$ cat config.mk
export PLATFORM = sky130hd
export DESIGN_NAME = pwm_duty_ramp
export DESIGN_NICKNAME = d
export VERILOG_FILES = /design/src/rtl/pwm_duty_ramp.sv
export SDC_FILE = /design/constraint.sdc
export NUM_CORES = 1
export LEC_CHECK = 0
export BUFFER_PORTS_ARGS = -buffer_cell sky130_fd_sc_hd__buf_4
export CAP_MARGIN = 0
export CORE_MARGIN = 10
export CORE_UTILIZATION = 30
export DETAILED_ROUTE_END_ITERATION = 7
export HOLD_SLACK_MARGIN = 0.08
export SYNTH_ARGS = -nofsm -noshare
export SYNTH_HDL_FRONTEND = slang
export SYNTH_SLANG_ARGS = --single-unit
$ cat constraint.sdc
create_clock -name clk -period 8.7 [get_ports clk]
set_clock_uncertainty 0.05 [all_clocks]
set_input_delay 1.305 -clock clk [delete_from_list [all_inputs] [get_ports clk]]
set_output_delay 1.305 -clock clk [all_outputs]
set_load 0.005 [all_outputs]
$ cat src/rtl/pwm_duty_ramp.sv
// Duty-cycle slew limiter for the PWM counter stage: accepts a target/step
// request and moves dutyval toward it by at most one step per PWM period.
module pwm_duty_ramp #(
   parameter int resolution = 8
) (
   input  logic                  clk,
   input  logic                  reset_n,
   input  logic [resolution-1:0] target,
   input  logic [resolution-1:0] step,
   input  logic                  target_valid,
   output logic                  target_ready,
   input  logic                  period_done,
   output logic [resolution-1:0] dutyval,
   output logic                  busy,
   output logic                  settled
);

   typedef enum logic {
      IDLE = 1'b0,
      RAMP = 1'b1
   } state_t;

   state_t                state_r;
   state_t                state_s;
   logic [resolution-1:0] tgt_r;
   logic [resolution-1:0] tgt_s;
   logic [resolution-1:0] step_r;
   logic [resolution-1:0] step_s;
   logic [resolution-1:0] duty_s;
   logic                  busy_s;
   logic                  settled_s;
   logic [resolution:0]   diff_s;

   assign target_ready = (state_r == IDLE);

   // Distance to target, one bit wider so the magnitude never wraps
   always_comb begin
      diff_s = {(resolution+1){1'b0}};
      if (tgt_r > dutyval) begin
         diff_s = {1'b0, tgt_r} - {1'b0, dutyval};
      end else begin
         diff_s = {1'b0, dutyval} - {1'b0, tgt_r};
      end
   end

   // Next-state and registered-output logic
   always_comb begin
      state_s   = state_r;
      tgt_s     = tgt_r;
      step_s    = step_r;
      duty_s    = dutyval;
      busy_s    = busy;
      settled_s = 1'b0;
      case (state_r)
         IDLE: begin
            if (target_valid) begin
               tgt_s  = target;
               step_s = step;
               if (target == dutyval) begin
                  settled_s = 1'b1;
               end else begin
                  state_s = RAMP;
                  busy_s  = 1'b1;
               end
            end else begin
               state_s = IDLE;
            end
         end
         RAMP: begin
            if (period_done) begin
               // Final step lands exactly on target; intermediate steps stay strictly short of it
               if ((step_r == {resolution{1'b0}}) || (diff_s <= {1'b0, step_r})) begin
                  duty_s    = tgt_r;
                  settled_s = 1'b1;
                  busy_s    = 1'b0;
                  state_s   = IDLE;
               end else if (tgt_r > dutyval) begin
                  duty_s = dutyval + step_r;
               end else begin
                  duty_s = dutyval - step_r;
               end
            end else begin
               state_s = RAMP;
            end
         end
         default: begin
            state_s = IDLE;
            busy_s  = 1'b0;
         end
      endcase
   end

   // State and output registers
   always_ff @(posedge clk or negedge reset_n) begin
      if (!reset_n) begin
         state_r <= IDLE;
         tgt_r   <= {resolution{1'b0}};
         step_r  <= {resolution{1'b0}};
         dutyval <= {resolution{1'b0}};
         busy    <= 1'b0;
         settled <= 1'b0;
      end else begin
         state_r <= state_s;
         tgt_r   <= tgt_s;
         step_r  <= step_s;
         dutyval <= duty_s;
         busy    <= busy_s;
         settled <= settled_s;
      end
   end

endmodule

After elaboration in Yosys (flattened, before gate mapping)

Index checks and enable logic that the tools add are counted.

Add/subtract/negate cells: 4
Order comparisons: 2
Equality and inequality tests: 5
Mux-type cells: 18
Bitwise logic cells: 1
Reductions and logical operators: 5

Operators with widths:

| operator                                                                 | number |
|---|---|
| 8-bit by 8-bit subtractor with 9-bit output                              | 2 |
| 8-bit two-way mux                                                        | 2 |
| 1-bit two-way mux                                                        | 12 |
| 9-bit by 8-bit less-or-equal comparator with 1-bit output                | 1 |
| 9-bit two-way mux                                                        | 1 |
| 8-bit adder                                                              | 1 |
| 8-bit equality test                                                      | 1 |
| 8-bit > comparator                                                       | 1 |
| 8-bit logical NOT                                                        | 1 |
| 8-bit subtractor                                                         | 1 |
| 2-bit inequality test (second input constant)                            | 3 |
| 1-bit case mux with 2 select lines                                       | 3 |
| 2-bit AND reduction                                                      | 2 |
| 4-bit AND reduction                                                      | 1 |
| 2-bit by 1-bit inequality test with 1-bit output (second input constant) | 1 |
| 1-bit logical OR                                                         | 1 |
| 1-bit NOT                                                                | 1 |

Flip-flop bits (word level): 27
Input bits: 20
Output and inout bits: 11
Word-level logic and storage cells: 41

Logic depth before layout (Yosys ltp)

Depth in word-level cells: 7
Mapped depth: 20
Depth with buffers taken out: 18

Worst setup path before layout

No wires, ideal clock.

Path type: flip-flop to flip-flop
From: register dutyval[1]
To: register state_r
Library setup time: 124 ps
Data arrival time: 3810 ps
Data required time: 8526 ps
Setup slack: 4715 ps
Cell stages (with the launch flop): 19
Buffers on the path: 2
Clock period less this slack: 3985 ps
Path through: dfrtp_1 -> inv_1 -> ha_1 -> and3b_4 -> o211ai_4 -> a21bo_1 -> buf_6 -> mux2i_1 -> nand3_1 -> xnor2_1 -> ha_1 -> a211oi_1 -> a21boi_0 -> a211oi_1 -> a211oi_2 -> or2_1 -> buf_6 -> a21oi_1 -> or2_1

Longest elaborated chain between the ends: 7
Elaborated cells on any way between the ends: 12
Classes of those cells: add/sub (2); order compare (2); eq/ne (1); mux (6); reduce/logical (1)

Ends and longest elaborated chain:

| element                                                                   | line | source |
|---|---|---|
| start, declared                                                           | 13   | `output logic [resolution-1:0] dutyval,` |
| start signal, assigned                                                    | 99   | `dutyval <= {resolution{1'b0}};` |
| start signal, assigned                                                    | 106  | `dutyval <= duty_s;` |
| 8-bit by 8-bit subtractor with 9-bit output, or another cell as far along | 42   | `diff_s = {1'b0, dutyval} - {1'b0, tgt_r};` |
| 9-bit two-way mux                                                         | 39   | `if (tgt_r > dutyval) begin` |
| 9-bit by 8-bit less-or-equal comparator with 1-bit output                 | 72   | `if ((step_r == {resolution{1'b0}}) \|\| (diff_s <= {1'b0, step_r})) begin` |
| 1-bit logical OR                                                          | 72   |  |
| 1-bit two-way mux                                                         | 72   |  |
| 1-bit two-way mux                                                         | 70   | `if (period_done) begin` |
| 1-bit case mux with 2 select lines *                                      | 54   | `case (state_r)` |
| net state_s                                                               | 24   | `state_t state_s;` |
| end signal, assigned                                                      | 103  | `state_r <= state_s;` |
| end, declared                                                             | 23   | `state_t state_r;` |

The timed path passes the listed nets; every way through them passes the cells marked *.
A chain may end at the register's enable or synchronous reset.

Final worst setup path

Ends and elaborated chain as after synthesis.

==> summary.txt <==
Outcome
  • Status: completed

Cells and area
  • Commonest non-fill, non-tap cells in the layout: inv_1, ha_1, buf_4
  • Area delta synth->final: 12.7%
  • Number of antenna diodes: 0
  • Nets: 372
  • Most common cell after layout, fill and taps aside: inv_1
  • # fillers: 869
  • Layout cells sized above 1: 14.9%

CTS
  • Bufs on Longest Clock Path: 2
  • Clock Latency Late Sink: 0.27 ns
  • Post-CTS Hold Buffers: 0
  • Cts repair resizes: 0
  • # clock sinks: 27
  • Root Driver: clkbuf_8
  • Post-CTS setup buffers: 0
  • CTS buffer count: 3
  • Clock transition at the registers of the reported paths: 0.10 ns
  • CTS tree: done
  • H-tree depth: 1

Yosys
  • Yosys synthesis warning count: 0
  • Top FF cell, synth: dfrtp_1
  • Post-Syn Area: 2570 um^2
  • Post-synth top area cell: dfrtp_1
  • Post-synth EDFFs: 0
  • Synth Area per Inst: 8.75 um^2
  • #FFs+latches synth: 27
  • Synth top area cells: dfrtp_1, ha_1, xnor2_1, inv_1, o21ai_0
  • Post-synth cell types: 50
  • Syn_nets: 349
  • Post-synthesis sequential area ratio: 26.3%
  • Mapped Cells: 294
  • Ys async rst share: 100%
  • Area share of the largest cell type after synthesis: 26.3%

Timing
  • Fmax achieved: 209 MHz
  • Final setup violation count: 0
  • Final period utilization: 55.0%
  • Slew HR: 53.3%
  • Tmin final: 4.78 ns
  • Fin. Hold Viols: 0
  • Worst-Margin Slew: 0.699 ns
  • Setup tns final: 0 ns
  • Slew Viols, Final: 0
  • RSZ-0062 raised after global routing: false

Setup path
  • Critical path class: register to register
  • CP startpoint kind: register
  • CP max stage delay: 0.58 ns
  • R2r setup slk: 3.92 ns
  • Critical path arrival: 4.91 ns
  • CP required: 8.82 ns
  • Slowest stage cell, crit path: a21bo_1
  • Crit-path cells: inv_1, ha_1, and3b_4, o211ai_4, a21bo_1, mux2i_1, nand3_1, xnor2_1, ha_1, a211oi_1, a21boi_0, a211oi_1, a211oi_2, or2_1, a21oi_1, or2_1
  • Crit-path leading delay family: compound AO/OA/AOI/OAI gates
  • Buf+Inv Stages, Crit Path: 1
  • Crit path capture type: register
  • Crit-path max FO: 20

Drt
  • Routed length per instance: 16.5 um
  • # DRC: 0
  • Final wirelength: 6950 um
  • DRT iter0 DRCs: 114
  • Vias/cell: 5.12
  • Pre-antenna DRT Iters: 4
  • Final ANT Viol Nets: 0
  • Total number of vias: 2155

Floorplan
  • Die ar.: 12700 um^2
  • CORE AREA: 8300 um^2
  • IO Count: 31
  • Die height: 113 um
  • Die width: 113 um
  • Initial core utilization: 31.0%
  • # rows: 33

GRT
  • First-pass GRT wire length: 11500 um
  • Initial antenna violation count: 0
  • GRT Overall Usage: 10.8%
  • Number of global-route vias before repair: 2238
  • Largest net degree at the start of global routing: 35
  • GRT overflow: 0

Job
  • Max Cap Violations: 0

Worst hold path
  • HP Class: register to register

Placement
  • DP HPWL: 5670 um
  • RePlAce Congestion: 0.888
  • Buffers on Ports: 30
[cell usage after synthesis, types with 2 or more instances]
master    count
a31oi_1       3
buf_4         2
nor4_1        3
a21boi_0      2
ha_1         32
nor2_1        5
a211oi_1      2
xnor2_1      17
nand2_1      28
nand2b_1      3
fa_1          3
o211a_1       2
nor2b_1       4
clkbuf_1      6
buf_6         2
o21ai_1       4
a211oi_2      3
nand3_1       8
xor2_1        9
o21a_1        2
mux2i_1       7
a21oi_1      19
o21ai_0      23
a21o_1        6
nand4_1       4
o31ai_1       4
dfrtp_1      27
buf_2         2
nor3_1        5
o31a_1        2
and3_1        2
inv_1        34
or2_1         2
[per-layer routing]
metal	GRT usage [%]	share of wire, %	vias to the layer above
met2	18.8	52	43
met3	1.06	2.7	6
met5	0	0	-
met4	2.37	0.82	0
li1	-	-	1066
met1	14.0	45	1040
[tightest hold or removal path: cells and delay by family (launching register included)]
family             cells  cell delay, ns
AOI/OAI and AO/OA      1            0.08
DFF                    1            0.35
and+or+nand+nor        1            0.08
[path summary, 6_finish.rpt]
| check | from | end | cells after the start |
|---|---|---|---|
| worst max-delay path | dutyval[1] | state_r | 16 |
| worst min-delay path | busy | busy | 2 |
| worst max register to register | dutyval[1] | state_r | 16 |
| worst min register to register | busy | busy | 2 |
| max in group asynchronous | reset_n | dutyval[6] | 1 |
| min in group asynchronous | reset_n | tgt_r[0] | 1 |
[final cells by class]
type	count	area (um^2)	area share, %
repair buffers	31	233	8.02
well taps	105	131	4.53
multi-input cells	220	1690	58.2
clock buffers	4	45.0	1.55
flip-flops and latches	27	676	23.3
inverters	34	128	4.40
[registers in the layout (all words and copies together), names as in the netlist]
signal and flops:
state_r 1, settled 1, busy 1, dutyval 8
step_r 8, tgt_r 8
[kinds of logic (layout without fill, tap and decap cells)]
logic type	count (synthesis)	count (layout)	synth area share, %
AOI/OAI and AO/OA	83	83	22.4
DFF	27	27	26.3
buffers and inverters	47	69	8.22
adders and majority gates	35	35	17.9
muxes	8	8	3.16
and+or+nand+nor	68	68	13.2
xor gates and xnor gates	26	26	8.85
[stage by stage]
stage	instances	instance area (um^2)	hold WS, ns	setup WS (ns)	util, %
finish	421	2900	0.494	3.92	34.9
global route	421	2900	0.553	3.43	34.9
CTS	421	2900	0.505	3.93	34.9
detailed placement	417	2860	0.478	3.95	34.4
global placement	417	2860	0.463	4.14	34.4
floorplan	294	2570	0.450	4.72	-
Power is not shown: default switching activity piles up to over one toggle a cycle in this logic, so the estimate is an artifact.
